$ cat src/rtl/vga_pkg.sv
// Shared definitions for the VGA text path.
// Holds the default text-grid geometry, the ASCII codes the hex writer
// emits, the writer FSM state type, and two small helpers. One helper
// resolves the digit count. The other left-aligns a value on its first digit.
package vga_pkg;

  localparam int COLS_DEF   = 80;
  localparam int ROWS_DEF   = 30;
  localparam int ADDR_W_DEF = 12;

  localparam logic [7:0] ASCII_0  = 8'h30;  // '0'
  localparam logic [7:0] ASCII_X  = 8'h78;  // 'x'
  localparam logic [7:0] ASCII_UA = 8'h41;  // 'A'
  localparam logic [7:0] ASCII_LA = 8'h61;  // 'a'

  typedef enum logic [1:0] {
    IDLE,
    PFX0,
    PFX1,
    DIG
  } wr_state_t;

  // A digit count of 0, or one above 8, prints the full 32-bit word.
  function automatic logic [3:0] eff_ndig(input logic [3:0] ndig);
    return (ndig == 4'd0 || ndig > 4'd8) ? 4'd8 : ndig;
  endfunction

  // Shift the value so that its most significant printed digit sits in [31:28].
  function automatic logic [31:0] left_align(input logic [31:0] value,
                                             input logic [3:0]  n);
    return value << (5'd4 * (5'd8 - {1'b0, n}));
  endfunction

endpackage

$ cat src/rtl/hex_nibble_to_ascii.sv
// Combinational converter from a hex nibble to its ASCII character.
// Ports:
//   nibble  in  4  value 0..15
//   ascii   out 8  '0'..'9', then 'A'..'F' (UPPER=1) or 'a'..'f' (UPPER=0)
module hex_nibble_to_ascii
  import vga_pkg::*;
#(
  parameter bit UPPER = 1'b1
) (
  input  logic [3:0] nibble,
  output logic [7:0] ascii
);

  always_comb begin
    if (nibble < 4'd10) begin
      ascii = ASCII_0 + {4'd0, nibble};
    end else begin
      ascii = (UPPER ? ASCII_UA : ASCII_LA) + {4'd0, nibble} - 8'd10;
    end
  end

endmodule

$ cat src/rtl/hex_text_writer.sv
// Prints one 32-bit value as hex ASCII into the VGA text buffer write port.
// The value is written one character per clock, with an optional "0x" prefix.
// Ports:
//   clk             in   1       buffer write clock
//   rst             in   1       asynchronous reset, active low
//   req_valid       in   1       request present
//   req_ready       out  1       writer idle and accepting
//   req_value       in   32      value to print
//   req_ndig        in   4       digit count (0 or >8 means 8)
//   req_prefix      in   1       prepend "0x"
//   req_row         in   5       start row
//   req_col         in   7       start column
//   display_wen     out  1       buffer write strobe
//   display_w_addr  out  ADDR_W  cell address (row*COLS + col)
//   display_w_data  out  8       ASCII character
//   done            out  1       one-cycle pulse with the final write
//
// The output registers carry the write for the current state. Each edge
// therefore loads the character belonging to the state being entered. As a
// result, the first write appears in the cycle right after acceptance. In DIG,
// cnt counts the digits still to come after the one on the bus.
module hex_text_writer
  import vga_pkg::*;
#(
  parameter int COLS   = COLS_DEF,
  parameter int ROWS   = ROWS_DEF,
  parameter int ADDR_W = ADDR_W_DEF,
  parameter bit UPPER  = 1'b1
) (
  input  logic              clk,
  input  logic              rst,
  input  logic              req_valid,
  output logic              req_ready,
  input  logic [31:0]       req_value,
  input  logic [3:0]        req_ndig,
  input  logic              req_prefix,
  input  logic [4:0]        req_row,
  input  logic [6:0]        req_col,
  output logic              display_wen,
  output logic [ADDR_W-1:0] display_w_addr,
  output logic [7:0]        display_w_data,
  output logic              done
);

  localparam logic [ADDR_W-1:0] LAST_ADDR = ADDR_W'(COLS * ROWS - 1);

  wr_state_t         state, state_nxt;
  logic [31:0]       shreg, shreg_nxt;
  logic [3:0]        cnt, cnt_nxt;
  logic              wen_nxt, done_nxt;
  logic [ADDR_W-1:0] addr_nxt;
  logic [7:0]        data_nxt;

  logic [3:0]        acc_n;
  logic [31:0]       acc_value;
  logic [ADDR_W-1:0] start_addr;
  logic [ADDR_W-1:0] addr_inc;
  logic              bad_cell;
  logic              accept;
  logic [3:0]        nib;
  logic [7:0]        nib_ascii;

  assign acc_n      = eff_ndig(req_ndig);
  assign acc_value  = left_align(req_value, acc_n);
  assign start_addr = ADDR_W'(int'(req_row) * COLS + int'(req_col));
  assign bad_cell   = (int'(req_row) >= ROWS) || (int'(req_col) >= COLS);
  // The last cell of the screen wraps to cell 0.
  assign addr_inc   = (display_w_addr == LAST_ADDR) ? '0
                                                    : display_w_addr + ADDR_W'(1);
  assign req_ready  = (state == IDLE);
  assign accept     = req_valid & req_ready;

  // In IDLE, the first digit comes straight from the incoming request.
  // This lets the first digit land on the bus one cycle after acceptance.
  assign nib = (state == IDLE) ? acc_value[31:28] : shreg[31:28];

  hex_nibble_to_ascii #(
    .UPPER(UPPER)
  ) u_nib (
    .nibble(nib),
    .ascii (nib_ascii)
  );

  always_comb begin
    // NOTE: every signal gets a default before the case statement, so no path leaves one unassigned and no latch is inferred.
    state_nxt = state;
    shreg_nxt = shreg;
    cnt_nxt   = cnt;
    wen_nxt   = 1'b0;
    done_nxt  = 1'b0;
    addr_nxt  = display_w_addr;
    data_nxt  = display_w_data;

    case (state)
      IDLE: begin
        if (accept) begin
          if (bad_cell) begin
            done_nxt = 1'b1;
          end else begin
            wen_nxt  = 1'b1;
            addr_nxt = start_addr;
            if (req_prefix) begin
              state_nxt = PFX0;
              data_nxt  = ASCII_0;
              shreg_nxt = acc_value;
              cnt_nxt   = acc_n;
            end else begin
              state_nxt = DIG;
              data_nxt  = nib_ascii;
              shreg_nxt = acc_value << 4;
              cnt_nxt   = acc_n - 4'd1;
              done_nxt  = (acc_n == 4'd1);
            end
          end
        end
      end

      PFX0: begin
        state_nxt = PFX1;
        wen_nxt   = 1'b1;
        addr_nxt  = addr_inc;
        data_nxt  = ASCII_X;
      end

      PFX1, DIG: begin
        if (state == DIG && cnt == 4'd0) begin
          state_nxt = IDLE;
        end else begin
          state_nxt = DIG;
          wen_nxt   = 1'b1;
          addr_nxt  = addr_inc;
          data_nxt  = nib_ascii;
          shreg_nxt = shreg << 4;
          cnt_nxt   = cnt - 4'd1;
          done_nxt  = (cnt == 4'd1);
        end
      end

      default: state_nxt = IDLE;
    endcase
  end

  always_ff @(posedge clk or negedge rst) begin
    if (!rst) begin
      state          <= IDLE;
      shreg          <= '0;
      cnt            <= '0;
      display_wen    <= 1'b0;
      display_w_addr <= '0;
      display_w_data <= '0;
      done           <= 1'b0;
    end else begin
      // NOTE: non-blocking assignments here, so every register samples values from before the edge.
      state          <= state_nxt;
      shreg          <= shreg_nxt;
      cnt            <= cnt_nxt;
      display_wen    <= wen_nxt;
      display_w_addr <= addr_nxt;
      display_w_data <= data_nxt;
      done           <= done_nxt;
    end
  end

endmodule

$ cat config.mk
export PLATFORM = sky130hd
export DESIGN_NAME = hex_text_writer
export DESIGN_NICKNAME = d
export VERILOG_FILES = /design/src/rtl/vga_pkg.sv /design/src/rtl/hex_nibble_to_ascii.sv /design/src/rtl/hex_text_writer.sv
export SDC_FILE = /design/constraint.sdc
export NUM_CORES = 1
export LEC_CHECK = 0
export CORE_MARGIN = 4
export CORE_UTILIZATION = 40
export CTS_CLUSTER_SIZE = 24
export DETAILED_ROUTE_END_ITERATION = 7
export GPL_TIMING_DRIVEN = 0
export SYNTH_ARGS = -nofsm -noshare
export SYNTH_HDL_FRONTEND = slang
export SYNTH_SLANG_ARGS = --single-unit
export TNS_END_PERCENT = 50
$ cat constraint.sdc
create_clock -name clk -period 5.3 [get_ports clk]
set_input_delay 0.795 -clock clk [delete_from_list [all_inputs] [get_ports clk]]
set_output_delay 0.795 -clock clk [all_outputs]
set_load 0.005 [all_outputs]
# After elaboration in Yosys (flattened, before gate mapping)
# Cells that the tools add are included.
# word_totals
regBits	60
input_bits	52
out_inout_bits	23
word_cells	79
# classes
add_sub_neg	8
multipliers	1
magnitude_cmp	4
n_eq_ne	9
n_shift	1
muxes	37
bitwise_logic	1
n_reduce_logical	11
# ops
op	n
$mux W32	4
$pmux W32 S2	1
$mux W12	4
$mux W8	5
$pmux W12 S3	1
$shl A32 B5 Y32	1
$mux W4	6
$pmux W8 S3	1
$add A12 B1 Y12 const B	1
$add A12 B7 Y12	1
$eq A12 B12 Y1 const B	1
$add A7 B4 Y8 const A	1
$eq A4 B1 Y1 const B	2
$logic_not A4 Y1	2
$mul A5 B3 Y8 const B	1
$mux W2	4
$pmux W4 S2	1
$sub A4 B1 Y4 const B	2
$sub A8 B4 Y8 const B	1
$add A6 B4 Y7 const A	1
$ge A7 B7 Y1 const B	1
$mux W1	7
$pmux W2 S3	1
$ge A5 B5 Y1 const B	1
other kinds (18)	21

# Depth between registers and ports, before layout
# logic_depth
word_depth	13
mapped_depth	17

# Modules after synthesis
# Synthesis repeated with hierarchy kept, for this count alone.
# unflattened
cells_unflattened	618
area_unflattened_um2	5107.4
# modules_own_cells
mod	n_inst	cells_each	area_each_um2
hex_text_writer	1	602	5002.3
hex_nibble_to_ascii	1	16	105.1

# Least setup slack after synthesis
# No wires, ideal clock.
# synth_timing
path_kind	input port to flip-flop
from	input req_ndig[0]
to	register display_w_data[2]
setup_time_ns	0.131
arrival_time_ns	3.587
t_required_ns	5.169
slack_ns	1.583
stages	17
n_path_buf	6
cell_sequence	nor2b_2 -> buf_4 -> buf_2 -> ha_1 -> buf_4 -> buf_4 -> clkbuf_1 -> buf_2 -> mux2i_1 -> nor2_1 -> a21oi_1 -> ha_1 -> nand2_1 -> nand3_1 -> o21ai_0 -> a32oi_1 -> o31ai_1
# synth_between
elab_chain_len	13
# synth_rtl
element	line_no	rtl
start: declaration	hex_text_writer.sv:35	input logic [3:0] req_ndig,
$gt A4 B4 Y1 / $logic_not A4 Y1 (equally long branches)	vga_pkg.sv:25	return (ndig == 4'd0 || ndig > 4'd8) ? 4'd8 : ndig;
$logic_or A1 B1 Y1	vga_pkg.sv:25	
$mux W4 (*)	vga_pkg.sv:25	
$sub A1 B3 Y3 (*)	vga_pkg.sv:31	return value << (5'd4 * (5'd8 - {1'b0, n}));
$shl A32 B5 Y32 (*)	vga_pkg.sv:31	
$mux W4 (*)	hex_text_writer.sv:75	assign nib = (state == IDLE) ? acc_value[31:28] : shreg[31:28];
$add A7 B4 Y8	hex_nibble_to_ascii.sv:18	ascii = (UPPER ? ASCII_UA : ASCII_LA) + {4'd0, nibble} - 8'd10;
$sub A8 B4 Y8	hex_nibble_to_ascii.sv:18	
$mux W8 (*)	hex_nibble_to_ascii.sv:15	if (nibble < 4'd10) begin
$mux W8	hex_text_writer.sv:102	if (req_prefix) begin
$mux W8	hex_text_writer.sv:97	if (bad_cell) begin
$mux W8	hex_text_writer.sv:96	if (accept) begin
$pmux W8 S3 (*)	hex_text_writer.sv:94	case (state)
end signal: assignment	hex_text_writer.sv:159	display_w_data <= data_nxt;
end: declaration	hex_text_writer.sv:41	output logic [7:0] display_w_data,
# Every way passes the cells marked *; elsewhere a longest branch is shown, timed or not. The select of a mux whose other input is x is not followed.
# A chain may end at the register's enable or synchronous reset.

# Worst setup path in the final report
# layout_timing
from	input req_ndig[3]
to	register display_w_data[2]
# layout_between
elab_chain_len	13
# layout_rtl
element	line_no
$gt A4 B4 Y1 / $logic_not A4 Y1 (equally long branches)	vga_pkg.sv:25
$logic_or A1 B1 Y1 (*)	vga_pkg.sv:25
$mux W4 (*)	vga_pkg.sv:25
$sub A1 B3 Y3 (*)	vga_pkg.sv:31
$shl A32 B5 Y32 (*)	vga_pkg.sv:31
$mux W4 (*)	hex_text_writer.sv:75
$add A7 B4 Y8	hex_nibble_to_ascii.sv:18
$sub A8 B4 Y8	hex_nibble_to_ascii.sv:18
$mux W8 (*)	hex_nibble_to_ascii.sv:15
$mux W8	hex_text_writer.sv:102
$mux W8	hex_text_writer.sv:97
$mux W8	hex_text_writer.sv:96
$pmux W8 S3 (*)	hex_text_writer.sv:94
# Marked as above.

==> impl_metrics.yaml <==
pwr:
  peakVddDrop_mv: 0.165
  p_leak_uw: 0.00266
  power.share.combinational_pct: 45.4
  p_seq_share_pct: 29.9
  p_sw_share_pct: 38.0
  report.power.total_uw: 2630
  net-switching-power_uw: 997
  clk_network_pwr_share_pct: 24.6
  p_int_uw: 1630
  pwr_density_cell_nw_per_um2: 414
floorplanning:
  initial_utilization_pct: 41.6
  design.core.area_um2: 12200
  die_h_um: 121
  pin_count: 75
  die_outline_width_um: 121
  core.rowCount: 40
  die_area_um2: 14600
yosys:
  yosys.cell_count.top_type: "dfrtp_1"
  synth.lib_cells_used.distinct: 73
  yosys_warnings: 0
  syn_avg_cell_area_um2: 8.70
  synth-edff-count: 0
  ys_seq_elements: 59
  synthArstFlopShare_pct: 100
  netlist.area_leader.share_pct: 29.1
  syn-cell-area_um2: 5070
  synthTopCellsByArea: "dfrtp_1, mux2i_1, mux4_2"
  netlist_instances: 583
  synth_fp_nets: 653
  post_synth_most_frequent_cells: "dfrtp_1, nor2_1, nand2_1"
  synth_area_leader_cell: "dfrtp_1"
  ys_seq_area_share_pct: 29.1
  yosys_most_used_dff: "dfrtp_1"
sta:
  setup_viol: 0
  timing.max_slew.rel_slack_pct: 33.6
  final.setup_skew_ns: 0.0119
  tightest_slew_ns: 0.989
  timing_max_transition_violations_final: 0
  hold_violation_total_from_the_final_report: 0
  fin_tns_setup_ns: 0
  achievable-frequency_mhz: 207
  grt_setup_unrepaired: "false"
  post-route-min-period_ns: 4.83
  final.period_utilization_pct: 91.1
clocking:
  tritoncts_clock_tree: "built"
  clockRootBuffer: "clkbuf_16"
  insertion_delay_ns: 0.35
  cts.repair.resized: 0
  clk_pin_slew_worst_paths_ns: 0.06
  clock_tree.buffer_depth: 2
  cts_hold_repair.buffers: 0
  cts_inserted_buffers: 9
  cts_sinks: 59
  cts.htree.levels: 3
  post-cts-setup-buffer-count: 0
worst_hold_path:
  hp-class: "in2async"
global_route:
  grt_first_pass_wirelength_mm: 27.0
  grt_max_degree: 40
  antenna_found_initial: 0
  grtUsageTotal_pct: 23.6
  overflow: 0
  number_of_global_route_vias_before_repair: 4956
drt:
  dr.pass1.iters: 6
  route.detailed.drc: 0
  final_antenna_net_count: 0
  drt-wirelength-per-cell_um: 20.0
  detailroute.via_count: 5019
  detailedRoute.firstIterationViolations: 359
  routed_wirelength_mm: 16.8
  detail_route.vias_per_cell: 5.98
setup_path:
  setup.worst_path.end_class: "register"
  cp.required_ns: 5.53
  setup.worst_path.class: "in2reg"
  worst_setup_path_start_kind: "input pin"
  worst-path-max-fanout: 10
  worst_path_arrival_time_ns: 5.05
  reg2reg_slack_ns: 2.52
run:
  timing.max_cap.violations: 0
place:
  gp_routability_congestion: 0.908
  place.detailed.hpwl_mm: 12.8
  place.port_buffers: 72
  post-place-cells: 824
cells_and_area:
  filler_cell_count: 1201
  flow.area_growth_from_synthesis_pct: 25.1
  insertedDiodeCount: 0
  drive_above_1_share_pct: 12.9
  finalNetCount: 737
  instances_no_fill: 840
run_status:
  run_status: "completed"
==> layer usage <==
layer  up-vias  share of wire, %  track usage, %
met5         -                 0               0
met4         0               2.1            7.08
met3        29               7.2            5.05
met2       212                47            38.0
met1      2426                44            32.0
li1       2352                 -               -
==> final cells by class <==
type / count / area (µm²) / area share, %
clock buffers: 10 / 239 / 3.76
multi-input cells: 461 / 3280 / 51.6
repair buffers: 73 / 736 / 11.6
inverters: 20 / 77.6 / 1.22
flip-flops and latches: 59 / 1480 / 23.3
plain buffers: 43 / 245 / 3.86
well taps: 168 / 210 / 3.31
clock inverters: 6 / 88.8 / 1.40
==> cells in the final DEF (no fill, tap or decap), drive strengths merged, types with 14 or more instances in the layout <==
master | synthesis | final
inv | 18 | 18
dfrtp | 59 | 59
clkbuf | 16 | 26
nand3 | 18 | 18
ha | 16 | 16
nand2 | 54 | 54
clkdlybuf4s50 | 0 | 71
a22o | 14 | 14
mux2i | 30 | 30
nor2 | 57 | 57
buf | 27 | 29
o21ai | 52 | 52
a21oi | 38 | 38
==> power by group through the flow <==
| stage | Combinational (µW) | Sequential (µW) | Clock [µW] |
|---|---|---|---|
| 2_1_floorplan | 773 | 758 | 0 |
| 3_3_place_gp | 1170 | 785 | 0 |
| 3_5_place_dp | 1180 | 789 | 0 |
| 4_1_cts | 1190 | 784 | 654 |
| 5_1_grt | 1330 | 814 | 676 |
| 6_report | 1190 | 786 | 647 |
==> cells by family after synthesis <==
logic type | synth area share, %
xor gates and xnor gates | 2.56
muxes | 13.1
AOI/OAI and AO/OA | 26.4
buffers and inverters | 6.36
adders and majority gates | 4.73
DFF | 29.1
other | 0.0739
and+or+nand+nor | 17.7
==> metrics by stage <==
stage          hold WS [ns]  worst slack, ns  cell area (µm²)  utilization [%]
2_1_floorplan         0.440             1.58             5070                -
3_3_place_gp          0.456            0.187             6010             49.2
3_5_place_dp          0.463            0.109             6020             49.3
4_1_cts               0.432            0.445             6350             52.0
5_1_grt               0.458            0.174             6350             52.0
6_report              0.425            0.474             6350             52.0
==> final timing paths <==
path / startpoint / cells past startpoint / endpoint
min: rst / 1 / shreg[23]
min in group clk: shreg[2] / 2 / shreg[2]
max in group asynchronous: rst / 2 / shreg[4]
max: req_ndig[3] / 17 / display_w_data[2]
min reg2reg: shreg[2] / 2 / shreg[2]
max reg2reg: state[1] / 11 / display_w_data[6]
==> flip-flops by register name, summed over array words and instances (netlist names) <==
| name | cells |
|---|---|
| state | 2 |
| cnt | 4 |
| display_w_addr | 12 |
| display_wen | 1 |
| shreg | 32 |
| done | 1 |
| display_w_data | 7 |
==> worst max-delay path, stage by stage <==
cell,delay (ns)
clkdlybuf4s50_1,0.56
nor2b_2,0.25
buf_4,0.25
buf_2,0.29
ha_1,0.18
buf_4,0.16
buf_4,0.23
clkbuf_1,0.44
buf_2,0.34
mux2i_1,0.43
nor2_1,0.08
a21oi_1,0.15
ha_1,0.26
nand2_1,0.08
o21ai_1,0.22
nand2_1,0.08
o31ai_1,0.24
(Power assumes the default switching activity.)
